`src/rtl/ysyx_23060332_ifu.sv`:
```
`default_nettype none
// ============================================================================
// Module   : ysyx_23060332_ifu
// Brief    : Instruction fetch unit. Single-outstanding AR/R read handshake,
//            holds the fetched word for decode, supports redirects and a
//            sticky fetch-error state.
// Revision : 1.0
// ============================================================================
module ysyx_23060332_ifu #(
  parameter logic [31:0] RESET_PC = 32'h8000_0000
) (
  input  logic        clk,
  input  logic        rst_n,
  output logic [31:0] araddr,
  output logic        arvalid,
  input  logic        arready,
  input  logic [31:0] rdata,
  input  logic [1:0]  rresp,
  input  logic        rvalid,
  output logic        rready,
  output logic [31:0] inst_o,
  output logic [31:0] inst_addr_o,
  output logic        inst_valid,
  input  logic        inst_ready,
  input  logic        redirect_en,
  input  logic [31:0] redirect_pc,
  output logic        fetch_err
);

  localparam logic [2:0] S_IDLE = 3'd0;
  localparam logic [2:0] S_AR   = 3'd1;
  localparam logic [2:0] S_R    = 3'd2;
  localparam logic [2:0] S_OUT  = 3'd3;
  localparam logic [2:0] S_ERR  = 3'd4;

  logic [2:0]  state_q,     state_d;
  logic [31:0] pc_q,        pc_d;
  logic        flush_q,     flush_d;
  logic [31:0] pending_q,   pending_d;
  logic [31:0] inst_q,      inst_d;
  logic [31:0] inst_addr_q, inst_addr_d;
  logic        fetch_err_q, fetch_err_d;

  // Redirect targets are always word aligned; the low two bits are dropped.
  logic [31:0] w_target;
  assign w_target = redirect_pc & 32'hFFFF_FFFC;

  always_ff @(posedge clk or negedge rst_n) begin
    if (!rst_n) begin
      state_q     <= S_IDLE;
      pc_q        <= RESET_PC;
      flush_q     <= 1'b0;
      pending_q   <= 32'h0;
      inst_q      <= 32'h0;
      inst_addr_q <= 32'h0;
      fetch_err_q <= 1'b0;
    end else begin
      state_q     <= state_d;
      pc_q        <= pc_d;
      flush_q     <= flush_d;
      pending_q   <= pending_d;
      inst_q      <= inst_d;
      inst_addr_q <= inst_addr_d;
      fetch_err_q <= fetch_err_d;
    end
  end

  always_comb begin
    state_d     = state_q;
    pc_d        = pc_q;
    flush_d     = flush_q;
    pending_d   = pending_q;
    inst_d      = inst_q;
    inst_addr_d = inst_addr_q;
    fetch_err_d = fetch_err_q;
    case (state_q)
      S_IDLE: begin
        state_d = S_AR;
        if (redirect_en) pc_d = w_target;
      end
      S_AR: begin
        // The issued address must not move, so a redirect is parked until
        // the in-flight response has been drained.
        if (redirect_en) begin
          flush_d   = 1'b1;
          pending_d = w_target;
        end
        if (arready) state_d = S_R;
      end
      S_R: begin
        if (rvalid) begin
          if (redirect_en) begin
            pc_d    = w_target;
            flush_d = 1'b0;
            state_d = S_AR;
          end else if (flush_q) begin
            pc_d    = pending_q;
            flush_d = 1'b0;
            state_d = S_AR;
          end else if (rresp == 2'b00) begin
            inst_d      = rdata;
            inst_addr_d = pc_q;
            state_d     = S_OUT;
          end else begin
            fetch_err_d = 1'b1;
            state_d     = S_ERR;
          end
        end else if (redirect_en) begin
          flush_d   = 1'b1;
          pending_d = w_target;
        end
      end
      S_OUT: begin
        if (redirect_en) begin
          pc_d    = w_target;
          state_d = S_AR;
        end else if (inst_ready) begin
          pc_d    = pc_q + 32'd4;
          state_d = S_AR;
        end
      end
      S_ERR: begin
        fetch_err_d = 1'b1;
      end
      default: begin
        state_d = S_IDLE;
      end
    endcase
  end

  always_comb begin
    arvalid     = (state_q == S_AR);
    rready      = (state_q == S_R);
    inst_valid  = (state_q == S_OUT);
    araddr      = pc_q;
    inst_o      = inst_q;
    inst_addr_o = inst_addr_q;
    fetch_err   = fetch_err_q;
  end

endmodule
`default_nettype wire
```
`config.mk`:
```
export PLATFORM = sky130hd
export DESIGN_NAME = ysyx_23060332_ifu
export DESIGN_NICKNAME = d
export VERILOG_FILES = /design/src/rtl/ysyx_23060332_ifu.sv
export SDC_FILE = /design/constraint.sdc
export NUM_CORES = 1
export LEC_CHECK = 0
export BUFFER_PORTS_ARGS = -buffer_cell sky130_fd_sc_hd__buf_2
export CAP_MARGIN = 0
export CORE_MARGIN = 2
export CORE_UTILIZATION = 40
export DETAILED_ROUTE_END_ITERATION = 6
export PLACE_DENSITY = 0.62
export SYNTH_ARGS = -nofsm -noshare
export SYNTH_HDL_FRONTEND = slang
export SYNTH_SLANG_ARGS = --single-unit
```
`constraint.sdc`:
```
create_clock -name clk -period 5.1 [get_ports clk]
set_input_delay 1.02 -clock clk [delete_from_list [all_inputs] [get_ports clk]]
set_output_delay 1.02 -clock clk [all_outputs]
set_load 0.005 [all_outputs]
```
==> results by group, run 1 <==
Setup path
  – Data required, critical path: around 4 ns
  – Slowest Stage Delay on Critical Path: about 0.54 ns
  – Setup crit end kind: output pin
  – WS Path Type: reg -> out
  – Crit path DAT: 2.22 ns
  – Critical path cell sequence: buf_4 > nand3b_1 > inv_1 > buf_2
  – R2r setup slk: between 2 and 2.5 ns
  – Crit Path Max Fanout: just over 40
  – CP max stage cell: dfrtp_1
  – Critical path launch point type: register

Timing
  – Final hold violations: 0
  – Period utilisation layout: a little under two thirds
  – Fmax: around 0.31 GHz
  – Fin Setup TNS: 0 ns
  – Slew margin rel.: between 20 and 25%
  – Transition time of the tightest slew-check pin: 1.17 ns
  – Slew Limit Fails: 0
  – Setup violators final: 0
  – RSZ-0062 raised after global routing: false
  – Post-layout minimum cycle time: ~3.2 ns
  – Clock Skews: ~0.015 ns
  – Final hold slack: 0.478 ns

Global routing
  – Largest net degree at the start of global routing: 99
  – Grt ovf: 0
  – First-pass GRT wire length: between 20,000 and 30,000 um
  – All-Layer GR Usage: 20.5%
  – Vias in the first global route: around 5,300
  – Initial antenna violation count: 2

Clock tree
  – CTS clk-pin slew, worst paths: about 0.060 ns
  – Clk_lat worst skew: roughly 0.43 ns
  – CTS Sinks: around 130
  – CTS H-tree depth: 4
  – CTS tree: done
  – CTS Buf Count: 17
  – Clock Path Buffers: 2
  – # Post-CTS Setup Buffers: 0
  – Hold_buf cts: 0
  – Post-CTS Resized: 0
  – Root Driver: clkbuf_16

Finish
  – Design area: 8230 sq um
  – Layout net count: slightly above 800
  – Most frequent cells in the layout: 168 x buf_2, 132 x dfrtp_1, 83 x mux2_2
  – Most common cell after layout, fill and taps aside: buf_2
  – Fraction of layout cells with a size suffix above 1: between 40% and 50%
  – Synth-to-Final Area Change: 25.0%

Detailed routing
  – Vias: about 5,300
  – Drt first pass iters: 4
  – DR DRC count: 0
  – Avg WL per Cell: between 15 and 20 um
  – Final wirelength: about 17,000 um
  – DRT antenna net count: 0
  – Vias per cell: ~5.4
  – Detailed Route Iter0 Violations: around 360

Floorplan
  – I/O pin cnt: between 150 and 200
  – Die Y: 132 um
  – Chip width: between 100 and 150 um
  – Core area: ~16,000 sq um
  – Num rows: 46
  – Die ar.: approximately 17,000 sq um
  – Initial Util: 41.1%

Power
  – NetSw: 1590 uW
  – Pwr Density: ~570 nW/um^2
  – Leakage: around 0.0040 uW
  – Worst vdd ir: around 0.27 mV
  – Comb pwr share: about a third
  – Sw Share: 34.1%
  – Clk pwr share: between 20 and 30%
  – Total Power: 4670 uW
  – Sequential fraction of design power: about two fifths
  – Pint: slightly above 3000 uW

Synth
  – Cell count after synthesis: 599
  – Top FF cell, synth: dfrtp_1
  – Sequential area share after synthesis: between 50% and 60%
  – Synthesis-stage register bit count: between 100 and 150
  – Mapped Nets: around 670
  – Ys async rst share: between 90% and 100%
  – YS warnings: 0
  – Area of the mapped netlist: around 6600 sq um
  – Number of synthesized flops with an enable pin: 0
  – Avg Synthesized Cell Area: between 10 and 15 sq um
  – Cell variety after synth: 62

Placement
  – Placed Area: about 7600 sq um
  – Port bufs: around 170
  – Dpl hpwl: between 10,000 and 15,000 um
  – GPL Wtd Cong: roughly 0.86

Min path
  – Hold Crit Class: reg -> reg

Status
  – Status: finished clean

Run
  – # Max-Cap Violations: 0
## final cells by class
type | instances | area, sq um
antenna | 2 | 5.00
clock buffer | 20 | 467
clock inverter | 12 | 200
fill | 1488 | 7770
inverter | 9 | 33.8
multi-input combinational | 422 | 3020
sequential | 133 | 3330
tap | 216 | 270
timing repair buffer | 175 | 897
## kinds of logic (layout without fill, tap and decap cells)
logic type                 after synthesis  in the layout  synth area share (%)
and+or+nand+nor                        169            169                  13.5
AOI/OAI and AO/OA                      143            143                  13.7
DFF                                    133            133                  50.6
muxes                                   99             99                  17.2
buffers and inverters                   44            216                  3.54
xor gates and xnor gates                10             10                  1.33
adders and majority gates                1              1                 0.190
other                                    0              2                     0
## power by group through the flow
stage	clock network, uW	logic [uW]	registers, uW
detailed placement	0	1510	1830
CTS	1390	1510	1810
global route	1430	1670	1870
floorplan	0	987	1730
global placement	0	1470	1800
finish	1360	1500	1810
## flip-flops by register name, indices dropped and copies added, names as in the netlist
name,count
pending_q,32
state_q,3
inst_o,32
flush_q,1
fetch_err,1
araddr,32
inst_addr_o,32
## routing by layer
metal | wire (um) | up-vias | GRT usage [%]
li1 | - | 2512 | -
met1 | 7870 | 2561 | 26.8
met2 | 7970 | 192 | 32.6
met3 | 1120 | 30 | 5.27
met4 | 337 | 0 | 8.00
met5 | 0 | - | 0
## synthesized netlist by cell type (all sizes together), types with 3 or more instances
cell / instances / area share (%)
nand3b: 5 / 0.57
and2: 9 / 0.86
nor2b: 5 / 0.48
xor2: 7 / 0.93
a41oi: 4 / 0.53
or2: 3 / 0.29
nor3b: 6 / 0.76
a31oi: 14 / 1.3
nand4: 8 / 0.76
buf: 14 / 1.8
nand2b: 4 / 0.38
mux2i: 9 / 1.4
and4: 3 / 0.40
a211oi: 4 / 0.46
nand2: 58 / 3.4
a221oi: 3 / 0.40
nor3: 8 / 0.86
mux2: 90 / 16
dfrtp: 132 / 50
and3: 7 / 0.67
a21oi: 26 / 2.0
o21ai: 52 / 4.0
a21boi: 4 / 0.46
nand3: 12 / 0.91
clkbuf: 21 / 1.2
o211ai: 10 / 1.1
inv: 9 / 0.51
nor2: 32 / 1.8
xnor2: 3 / 0.40
o31a: 3 / 0.40
nor4: 4 / 0.70
## worst max-delay path, delay by kind of cell (launching register included)
family | cells | cell delay [ns]
simple gates | 1 | 0.41
flops | 1 | 0.54
buf+inv | 3 | 0.85
## metrics by stage
stage               util [%]  cells  worst slack (ns)
floorplan                  -    599              2.48
global placement        47.2    955              1.74
detailed placement      47.2    955              1.74
CTS                     51.4    987              1.85
global route            51.4    987              1.72
finish                  51.4    989              1.86
## worst paths after layout
path | from | end | cells after the start
setup / recovery | state_q[0] | inst_valid | 4
hold / removal | inst_addr_o[24] | inst_addr_o[24] | 2
setup reg to reg | state_q[0] | araddr[27] | 6
hold reg to reg | inst_addr_o[24] | inst_addr_o[24] | 2
max in group asynchronous | rst_n | araddr[27] | 2
min in group asynchronous | rst_n | inst_o[15] | 1
(Power assumes the default switching activity.)
==> run 2, diff against run 1 <==
==> constraint.sdc (replaced) <==
create_clock -name clk -period 3.2 [get_ports clk]
set_input_delay 0.64 -clock clk [delete_from_list [all_inputs] [get_ports clk]]
set_output_delay 0.64 -clock clk [all_outputs]
set_load 0.005 [all_outputs]
==> results by group, run 2 (synthesis gave the netlist of run 1 again) <==
Status
  – Status: finished clean

Clock tree
  – CTS Buf Count: 17
  – Clock Path Buffers: 2
  – Hold_buf cts: 0
  – CTS clk-pin slew, worst paths: ~0.06 ns
  – Post-CTS Resized: 0
  – CTS tree: done
  – Clk_lat worst skew: 0.42 ns
  – # Post-CTS Setup Buffers: 0
  – Root Driver: clkbuf_16
  – CTS Sinks: ~130
  – CTS H-tree depth: 4

Power
  – Leakage: 0.00400 uW
  – Total Power: slightly above 7000 uW
  – Worst vdd ir: between 0.4 and 0.5 mV
  – Pwr Density: between 800 and 900 nW/um^2

Finish
  – Multi-input logic area: between 3000 and 4000 sq um
  – Most common cell after layout, fill and taps aside: buf_2
  – Synth-to-Final Area Change: 24.6%
  – Layout net count: approximately 840
  – Final std cells w/o fill: between 900 and 1,000
  – Register area: between 3000 and 4000 sq um
  – Most frequent cells in the layout: 168 x buf_2, 132 x dfrtp_1, 83 x mux2_2
  – Final Core Density: slightly above 50%
  – Fillers: 1,498
  – Fraction of layout cells with a size suffix above 1: 40.6%

Floorplan
  – Chip width: ~130 um
  – Core area: between 15,000 and 20,000 sq um
  – I/O pin cnt: ~170
  – Die Y: roughly 130 um
  – Initial Util: roughly two fifths
  – Die ar.: 17,500 sq um
  – Num rows: 46

Timing
  – RSZ-0062 raised after global routing: false
  – Fin Setup TNS: 0 ns
  – Period utilisation layout: a little over four fifths
  – Slew margin rel.: roughly two fifths
  – Post-layout minimum cycle time: 2.69 ns
  – Setup ws final: roughly 0.5 ns
  – Setup violators final: 0
  – Clock Skews: approximately 0.0083 ns
  – Slew Limit Fails: 0
  – Final hold violations: 0
  – Transition time of the tightest slew-check pin: roughly 0.92 ns
  – Fmax: ~0.37 GHz

Setup path
  – Critical path cell sequence: buf_4 > nand3b_1 > inv_1 > buf_2
  – Data required, critical path: 2.56 ns
  – Critical path launch point type: register
  – CP max stage cell: dfrtp_1
  – Crit path DAT: between 2 and 2.5 ns
  – WS Path Type: reg -> out
  – Slowest Stage Delay on Critical Path: ~0.55 ns
  – Crit Path Max Fanout: 23
  – WP buf/inv: 3
  – Setup crit end kind: output pin
  – Cell family with most CP delay: buffers and inverters

Global routing
  – First-pass GRT wire length: about 29,000 um
  – Vias in the first global route: about 5,500
  – Largest net degree at the start of global routing: 70
  – Initial antenna violation count: 1
  – All-Layer GR Usage: 20.8%
  – Grt ovf: 0

Min path
  – Hold Crit Class: in -> async

Detailed routing
  – Avg WL per Cell: 17.7 um
  – DRT antenna net count: 0
  – DR DRC count: 0
  – Final wirelength: between 15,000 and 20,000 um
  – Drt first pass iters: 5
  – Vias per cell: 5.35
  – Detailed Route Iter0 Violations: between 200 and 300
  – Vias: between 5,000 and 6,000

Placement
  – GPL Wtd Cong: roughly 0.84
  – Dpl ws: between 0.3 and 0.4 ns
  – Dpl hpwl: around 13,000 um
  – Port bufs: about 170
  – Placed insts: ~960

Run
  – # Max-Cap Violations: 0
-- run 2: worst paths after layout --
check                           startpoint  slack [ns]  cells after the start         endpoint
max reg2reg                     state_q[1]        0.62                      4       araddr[23]
min in group clk                   arready        0.45                      2       state_q[0]
min                                  rst_n        0.19                      1   inst_addr_o[3]
min reg2reg                inst_addr_o[24]        0.47                      2  inst_addr_o[24]
max in group asynchronous            rst_n        2.26                      2    pending_q[28]
max                             state_q[0]        0.51                      4       inst_valid
-- run 2: power by group --
part | internal [uW] | switching, uW | leakage (uW)
logic | 1180 | 1250 | 0.00202
registers | 2300 | 589 | 0.00171
clock network | 1170 | 748 | 0.000275
total | 4650 | 2580 | 0.00400
-- run 2: per-stage QoR --
stage | hold slack, ns | cell area (sq um)
finish | 0.189 | 8200
global route | 0.237 | 8200
floorplan | 0.344 | 6580
detailed placement | 0.469 | 7610
global placement | 0.467 | 7610
CTS | 0.210 | 8200
-- run 2: final cells by class --
class / count / area share [%]
Antenna cell: 1 / 0.0305
Clock buffer: 18 / 5.35
Clock inverter: 14 / 1.89
Sequential cell: 133 / 40.6
Multi-Input combinational cell: 422 / 36.9
Inverter: 9 / 0.412
Tap cell: 216 / 3.29
Timing Repair Buffer: 182 / 11.6
-- run 2: routing by layer --
layer	global-route usage, %	wire [um]	share of wire, %
met3	4.15	974	5.5
met5	0	0	0
met4	8.48	318	1.8
met1	27.2	7920	45
met2	33.9	8360	48
